### config.mk
export PLATFORM = sky130hd
export DESIGN_NAME = regfile_port_arbiter
export DESIGN_NICKNAME = d
export VERILOG_FILES = /design/src/rtl/regfile_port_arbiter.sv
export SDC_FILE = /design/constraint.sdc
export NUM_CORES = 1
export LEC_CHECK = 0
export ABC_AREA = 1
export BUFFER_PORTS_ARGS = -buffer_cell sky130_fd_sc_hd__buf_2
export CORE_MARGIN = 2
export CORE_UTILIZATION = 35
export CTS_CLUSTER_DIAMETER = 60
export DETAILED_ROUTE_END_ITERATION = 8
export PLACE_DENSITY = 0.71
export SYNTH_ARGS = -nofsm -noshare
export SYNTH_HDL_FRONTEND = slang
export SYNTH_SLANG_ARGS = --single-unit
### constraint.sdc
create_clock -name clk -period 1.9 [get_ports clk]
set_input_delay 0.285 -clock clk [delete_from_list [all_inputs] [get_ports clk]]
set_output_delay 0.285 -clock clk [all_outputs]
set_load 0.02 [all_outputs]
### src/rtl/regfile_port_arbiter.sv
// Round-robin arbiter sharing the single register_file access port among
// NUM_REQ requesters. Supports locked bursts of up to MAX_LOCK beats and
// returns read data tagged with the id of the requester that issued it.
//
// Handshake: a requester beat is accepted on a rising edge where
// req_valid[i] & req_ready[i] are both high. req_ready is at most one-hot,
// may depend combinationally on req_valid, and is forced low during reset.
// Read responses present rsp_valid for exactly one cycle with no back-pressure.
module regfile_port_arbiter #(
    parameter int NUM_REQ  = 4,
    parameter int ADDR_W   = 5,
    parameter int DATA_W   = 32,
    parameter int MAX_LOCK = 8,
    localparam int ID_W    = $clog2(NUM_REQ)
) (
    input  logic                      clk,
    input  logic                      rst,
    input  logic [NUM_REQ-1:0]        req_valid,
    input  logic [NUM_REQ-1:0]        req_we,
    input  logic [NUM_REQ-1:0]        req_lock,
    input  logic [NUM_REQ*ADDR_W-1:0] req_addr,
    input  logic [NUM_REQ*DATA_W-1:0] req_wdata,
    output logic [NUM_REQ-1:0]        req_ready,
    output logic                      rf_en,
    output logic                      rf_we,
    output logic [ADDR_W-1:0]         rf_addr,
    output logic [DATA_W-1:0]         rf_wdata,
    input  logic [DATA_W-1:0]         rf_rdata,
    output logic                      rsp_valid,
    output logic [ID_W-1:0]           rsp_id,
    output logic [DATA_W-1:0]         rsp_rdata
);

    localparam int CNT_W = $clog2(MAX_LOCK + 1);

    typedef enum logic {
        ARB    = 1'b0,
        LOCKED = 1'b1
    } state_t;

    state_t             state, state_nxt;
    logic [ID_W-1:0]    ptr, ptr_nxt;
    logic [ID_W-1:0]    owner, owner_nxt;
    logic [CNT_W-1:0]   lock_cnt, cnt_nxt, cnt_inc;

    logic               arb_found;
    logic [ID_W-1:0]    arb_idx;
    logic [ID_W:0]      pos;
    logic [ID_W-1:0]    cand;

    logic [NUM_REQ-1:0] ready_c;
    logic [ID_W-1:0]    grant_idx;
    logic               accept;

    logic               rd_pend;
    logic [ID_W-1:0]    rd_id;

    // Next requester index after i, wrapping at NUM_REQ.
    function automatic logic [ID_W-1:0] wrap_inc(input logic [ID_W-1:0] i);
        if (i == ID_W'(NUM_REQ - 1)) begin
            return '0;
        end
        return i + ID_W'(1);
    endfunction

    assign cnt_inc = lock_cnt + CNT_W'(1);

    // Round-robin search: first valid requester starting at ptr, wrapping.
    always_comb begin
        arb_found = 1'b0;
        arb_idx   = '0;
        pos       = '0;
        cand      = '0;
        for (int k = 0; k < NUM_REQ; k++) begin
            pos = {1'b0, ptr} + (ID_W + 1)'(k);
            if (pos >= (ID_W + 1)'(NUM_REQ)) begin
                pos = pos - (ID_W + 1)'(NUM_REQ);
            end
            cand = pos[ID_W-1:0];
            if (!arb_found && req_valid[cand]) begin
                arb_found = 1'b1;
                arb_idx   = cand;
            end
        end
    end

    // FSM state register: arbitration mode, rotation pointer, lock owner and beat count.
    always_ff @(posedge clk) begin
        if (rst) begin
            state    <= ARB;
            ptr      <= '0;
            owner    <= '0;
            lock_cnt <= '0;
        end else begin
            state    <= state_nxt;
            ptr      <= ptr_nxt;
            owner    <= owner_nxt;
            lock_cnt <= cnt_nxt;
        end
    end

    // FSM next state: enter a lock on a locked grant, leave it on release, idle owner or beat limit.
    always_comb begin
        state_nxt = state;
        ptr_nxt   = ptr;
        owner_nxt = owner;
        cnt_nxt   = lock_cnt;
        case (state)
            ARB: begin
                if (accept) begin
                    ptr_nxt = wrap_inc(grant_idx);
                    // With MAX_LOCK of 1 the single granted beat already exhausts the lock.
                    if (req_lock[grant_idx] && (MAX_LOCK > 1)) begin
                        state_nxt = LOCKED;
                        owner_nxt = grant_idx;
                        cnt_nxt   = CNT_W'(1);
                    end
                end
            end
            LOCKED: begin
                if (accept && req_lock[owner] && (cnt_inc != CNT_W'(MAX_LOCK))) begin
                    cnt_nxt = cnt_inc;
                end else begin
                    // Release: voluntary, forced at MAX_LOCK, or owner went idle.
                    state_nxt = ARB;
                    ptr_nxt   = wrap_inc(owner);
                    cnt_nxt   = '0;
                end
            end
            default: begin
                state_nxt = ARB;
            end
        endcase
    end

    // FSM outputs: ready vector and granted index; only the owner may be served while locked.
    always_comb begin
        ready_c   = '0;
        grant_idx = '0;
        if (!rst) begin
            case (state)
                ARB: begin
                    grant_idx = arb_idx;
                    if (arb_found) begin
                        ready_c[arb_idx] = 1'b1;
                    end
                end
                LOCKED: begin
                    grant_idx      = owner;
                    ready_c[owner] = req_valid[owner];
                end
                default: begin
                    ready_c = '0;
                end
            endcase
        end
        accept = |(ready_c & req_valid);
    end

    assign req_ready = ready_c;

    // Registered regfile drive and two-stage read-response tagging.
    always_ff @(posedge clk) begin
        if (rst) begin
            rf_en     <= 1'b0;
            rf_we     <= 1'b0;
            rf_addr   <= '0;
            rf_wdata  <= '0;
            rd_pend   <= 1'b0;
            rd_id     <= '0;
            rsp_valid <= 1'b0;
            rsp_id    <= '0;
        end else begin
            rf_en   <= accept;
            rd_pend <= accept & ~req_we[grant_idx];
            if (accept) begin
                rf_we    <= req_we[grant_idx];
                rf_addr  <= req_addr[grant_idx*ADDR_W +: ADDR_W];
                rf_wdata <= req_wdata[grant_idx*DATA_W +: DATA_W];
                rd_id    <= grant_idx;
            end
            rsp_valid <= rd_pend;
            if (rd_pend) begin
                rsp_id <= rd_id;
            end
        end
    end

    // Read data is returned straight from the regfile in the response cycle.
    assign rsp_rdata = rf_rdata;

endmodule

==> flow_summary_export.csv <==
group,metric,value,unit
run_status,outcome,"finished, violations left",
run_status,violations,"negative setup slack",
timing,finalSetupViolations,54,
timing,slew_violations,0,
timing,finClkSkew,0.00857,ns
logic_synthesis,synth_cell_type_count,34,
grt,grt_pass1_vias,4803,
die,io_pins,272,
logic_synthesis,ys_warn_count,0,
placement,gp_congestion,0.920,
logic_synthesis,syn_inst,615,
layout,multi_input_area,2730,um^2
die,die_w,112,um
timing,rsz0062_at_grt,"true",
layout,fin_area,6350,um^2
logic_synthesis,syn_area,4070,um^2
setup_path,worstPathRequired,1.62,ns
pwr,combPwrFrac,0.755,
die,initial_core_util,0.358,
pwr,switchingPower,5.21,mW
setup_path,path_delay_family,"simple AND/OR/NAND/NOR gates",
setup_path,worst_setup_path_start_kind,"flop",
layout,nets,1041,
pwr,leakagePower,3.22,nW
setup_path,worstSetupEndpointType,"output pin",
grt,grt_max_degree,46,
clock_network,cts_tree,"yes",
clock_network,cts.htree.levels,2,
detailed_routing,ant_nets,0,
logic_synthesis,ys_seq_elements,54,
layout,n_fill_cell,1112,
timing,period_needed,2.25,ns
clock_network,clockBufferDepth,2,
clock_network,cts.reportedPaths.clkPinSlew,0.07,ns
placement,port_buffers,207,
pwr,swShare,0.470,
logic_synthesis,synth_top_area_frac,0.266,
timing,hold_viol,0,
pwr,powerDensity,1750,nW/um^2
grt,overflow,0,
clock_network,cts.sinks,54,
setup_path,slowest_stage,"dfxtp_4",
pwr,p_clk_frac,0.081,
pwr,p_int,5.88,mW
layout,syn2layout_area_growth,56.0,%
setup_path,critPathBufInv,5,
setup_path,worstSetupPathType,"reg2out",
pwr,ir_drop,947,uV
detailed_routing,vias,5020,
die,fp.dieH,112,um
layout,final-seq-area,1090,um^2
pwr,power.share.sequential,0.164,
logic_synthesis,async_flop_share,0,
hold_path,min_path_type,"in2reg",
setup_path,cp.arrival,1.96,ns
layout,drive_gt1_frac,0.483,
logic_synthesis,ys_seq_area_frac,0.266,
logic_synthesis,synth-edff-count,0,
die,core,11400,um^2
detailed_routing,viasPerCell,5.09,
logic_synthesis,synth_top_cell_by_area,"dfxtp_1",
placement,dp.final_hpwl,10.3,mm
setup_path,crit_fanout,6,
grt,grt_pass1_wl,23.8,mm
layout,utilization,0.558,
placement,dpl_cell_area,5310,um^2
setup_path,worst_path_largest_cell_delay,0.37,ns
clock_network,numCtsBuffers,5,
timing,setup_slack,-0.348,ns
timing,tightest_slew,0.507,ns
run,drv_cap,0,
die,dieArea,12500,um^2
detailed_routing,firstDrtPassIters,4,
timing,period_share,1.18,
detailed_routing,drtIter0Drc,208,
logic_synthesis,syn_avg_cell_area,6.62,um^2
grt,grt_use_total,0.235,
logic_synthesis,synth.area.top_cells,"dfxtp_1, nand2_1, o21ai_0",
detailed_routing,finalWirelength,15.6,mm
logic_synthesis,synthesis.nets,815,
logic_synthesis,dominantRegCellSynth,"dfxtp_1",
clock_network,ctsRootBufferMaster,"clkbuf_16",
detailed_routing,routedWlPerCell,15.9,um
clock_network,worstSkewPairLatency,0.29,ns
die,rows,39,
timing,slew_headroom,0.662,
setup_path,path_cells,"buf_8 > nand2_4 > nand2_4 > nand2_2 > inv_1 > a21boi_2 > nand3_2 > nand2_2 > buf_4 > inv_4 > nor3_4 > buf_6",
placement,place_ws,-0.335,ns
timing,fmax,445,MHz
detailed_routing,drc,0,
grt,antenna_found_initial,2,
## metrics by stage
step	TNS [ns]	hold WS, ns	total power, mW	instances
3_3_place_gp	-12.10	0.454	7.74	949
2_1_floorplan	-0.0586	0.451	5.88	615
3_5_place_dp	-14.20	0.458	7.77	949
5_1_grt	-22.45	0.317	11.9	986
6_report	-14.45	0.286	11.1	987
4_1_cts	-12.71	0.282	10.3	978
## cells in the mapped netlist (6+ instances only)
master      n
dfxtp_1    54
buf_4      36
a31oi_1     7
inv_2       7
nand2_1   111
o21ai_1    46
ha_1        6
nor2_1     54
a21oi_1    19
o21a_1      6
nand2_2    10
clkbuf_1    9
nand3_1    48
buf_2      25
o21bai_1   35
inv_1      28
o21ai_0    71
nand4_1     6
## sequential cells by signal (all words and copies together), names as in the netlist
register / count
rsp_valid: 1
rf_en: 1
rd_id: 2
lock_cnt: 4
owner: 2
ptr: 2
rf_we: 1
rf_wdata: 32
rsp_id: 2
state: 1
rf_addr: 5
rd_pend: 1
## area by class of cell
cell class                 instances  share of cell area
sequential                        54               0.171
inverter                          35              0.0242
timing repair buffer             293               0.324
tap                              143              0.0282
clock buffer                       6              0.0203
multi-input combinational        452               0.430
antenna                            2            0.000788
clock inverter                     2             0.00217
## routing by layer
metal  part of all wire  track usage
met5            0.00077            0
met2               0.51        0.417
met3              0.066       0.0425
met4              0.029       0.0840
met1               0.39        0.284
## tightest hold or removal path, stage by stage
cell and delay [ns]:
buf_2 0.07, o21ai_0 0.07, a31oi_1 0.12
## final timing paths
check / startpoint / endpoint / slack (ns) / depth (start not counted)
worst max-delay path: ptr[0] / req_ready[1] / -0.35 / 12
worst min-delay path: req_wdata[121] / rf_wdata[25] / 0.29 / 3
worst max register to register: ptr[0] / rf_wdata[8] / -0.31 / 17
worst min register to register: rf_wdata[28] / rf_wdata[28] / 0.46 / 2
## what timing repair did
action                                  4_1_cts  5_1_grt
endpoints found under the setup margin       55       55
setup buffers                                15        6
gates resized for setup                      78       97
gates cloned                                  7        3
hold buffers                                  0        0
pin swaps                                     7       16
## placed cells by master, fill, tap and decap left out, types with 2 or more instances in the layout
| cell | instances |
|---|---|
| a21oi_1 | 12 |
| a21oi_2 | 7 |
| a31oi_1 | 7 |
| buf_12 | 10 |
| buf_16 | 4 |
| buf_2 | 203 |
| buf_4 | 49 |
| buf_6 | 22 |
| buf_8 | 2 |
| clkbuf_16 | 7 |
| clkinv_4 | 2 |
| dfxtp_1 | 52 |
| diode_2 | 2 |
| ha_1 | 6 |
| inv_1 | 25 |
| inv_2 | 5 |
| inv_4 | 2 |
| nand2_1 | 86 |
| nand2_2 | 26 |
| nand2_4 | 10 |
| nand2_8 | 2 |
| nand3_1 | 40 |
| nand3_2 | 10 |
| nand3_4 | 4 |
| nand3b_1 | 2 |
| nand4_1 | 6 |
| nor2_1 | 45 |
| nor2_2 | 9 |
| nor2_4 | 8 |
| o211a_1 | 4 |
| o21a_1 | 6 |
| o21ai_0 | 42 |
| o21ai_1 | 62 |
| o21ai_2 | 12 |
| o21bai_1 | 33 |
| xnor2_1 | 2 |
## power by group through the flow
stage | Clock (mW) | Sequential, mW | Combinational (mW)
CTS | 0.931 | 1.81 | 7.52
detailed placement | 0 | 1.82 | 5.95
floorplan | 0 | 2.18 | 3.70
finish | 0.900 | 1.82 | 8.38
global route | 0.957 | 1.87 | 9.06
global placement | 0 | 1.82 | 5.93
## kinds of logic after synthesis
| kind of cell | Yosys count | synth area share |
|---|---|---|
| XOR/XNOR | 2 | 0.00430 |
| AND/OR/NAND/NOR | 252 | 0.291 |
| AO/OA/AOI/OAI | 192 | 0.272 |
| buffers and inverters | 109 | 0.149 |
| adder cells (fa/ha/maj) | 6 | 0.0184 |
| flip-flops | 54 | 0.266 |
No activity file was read; power rests on OpenSTA's default activity.
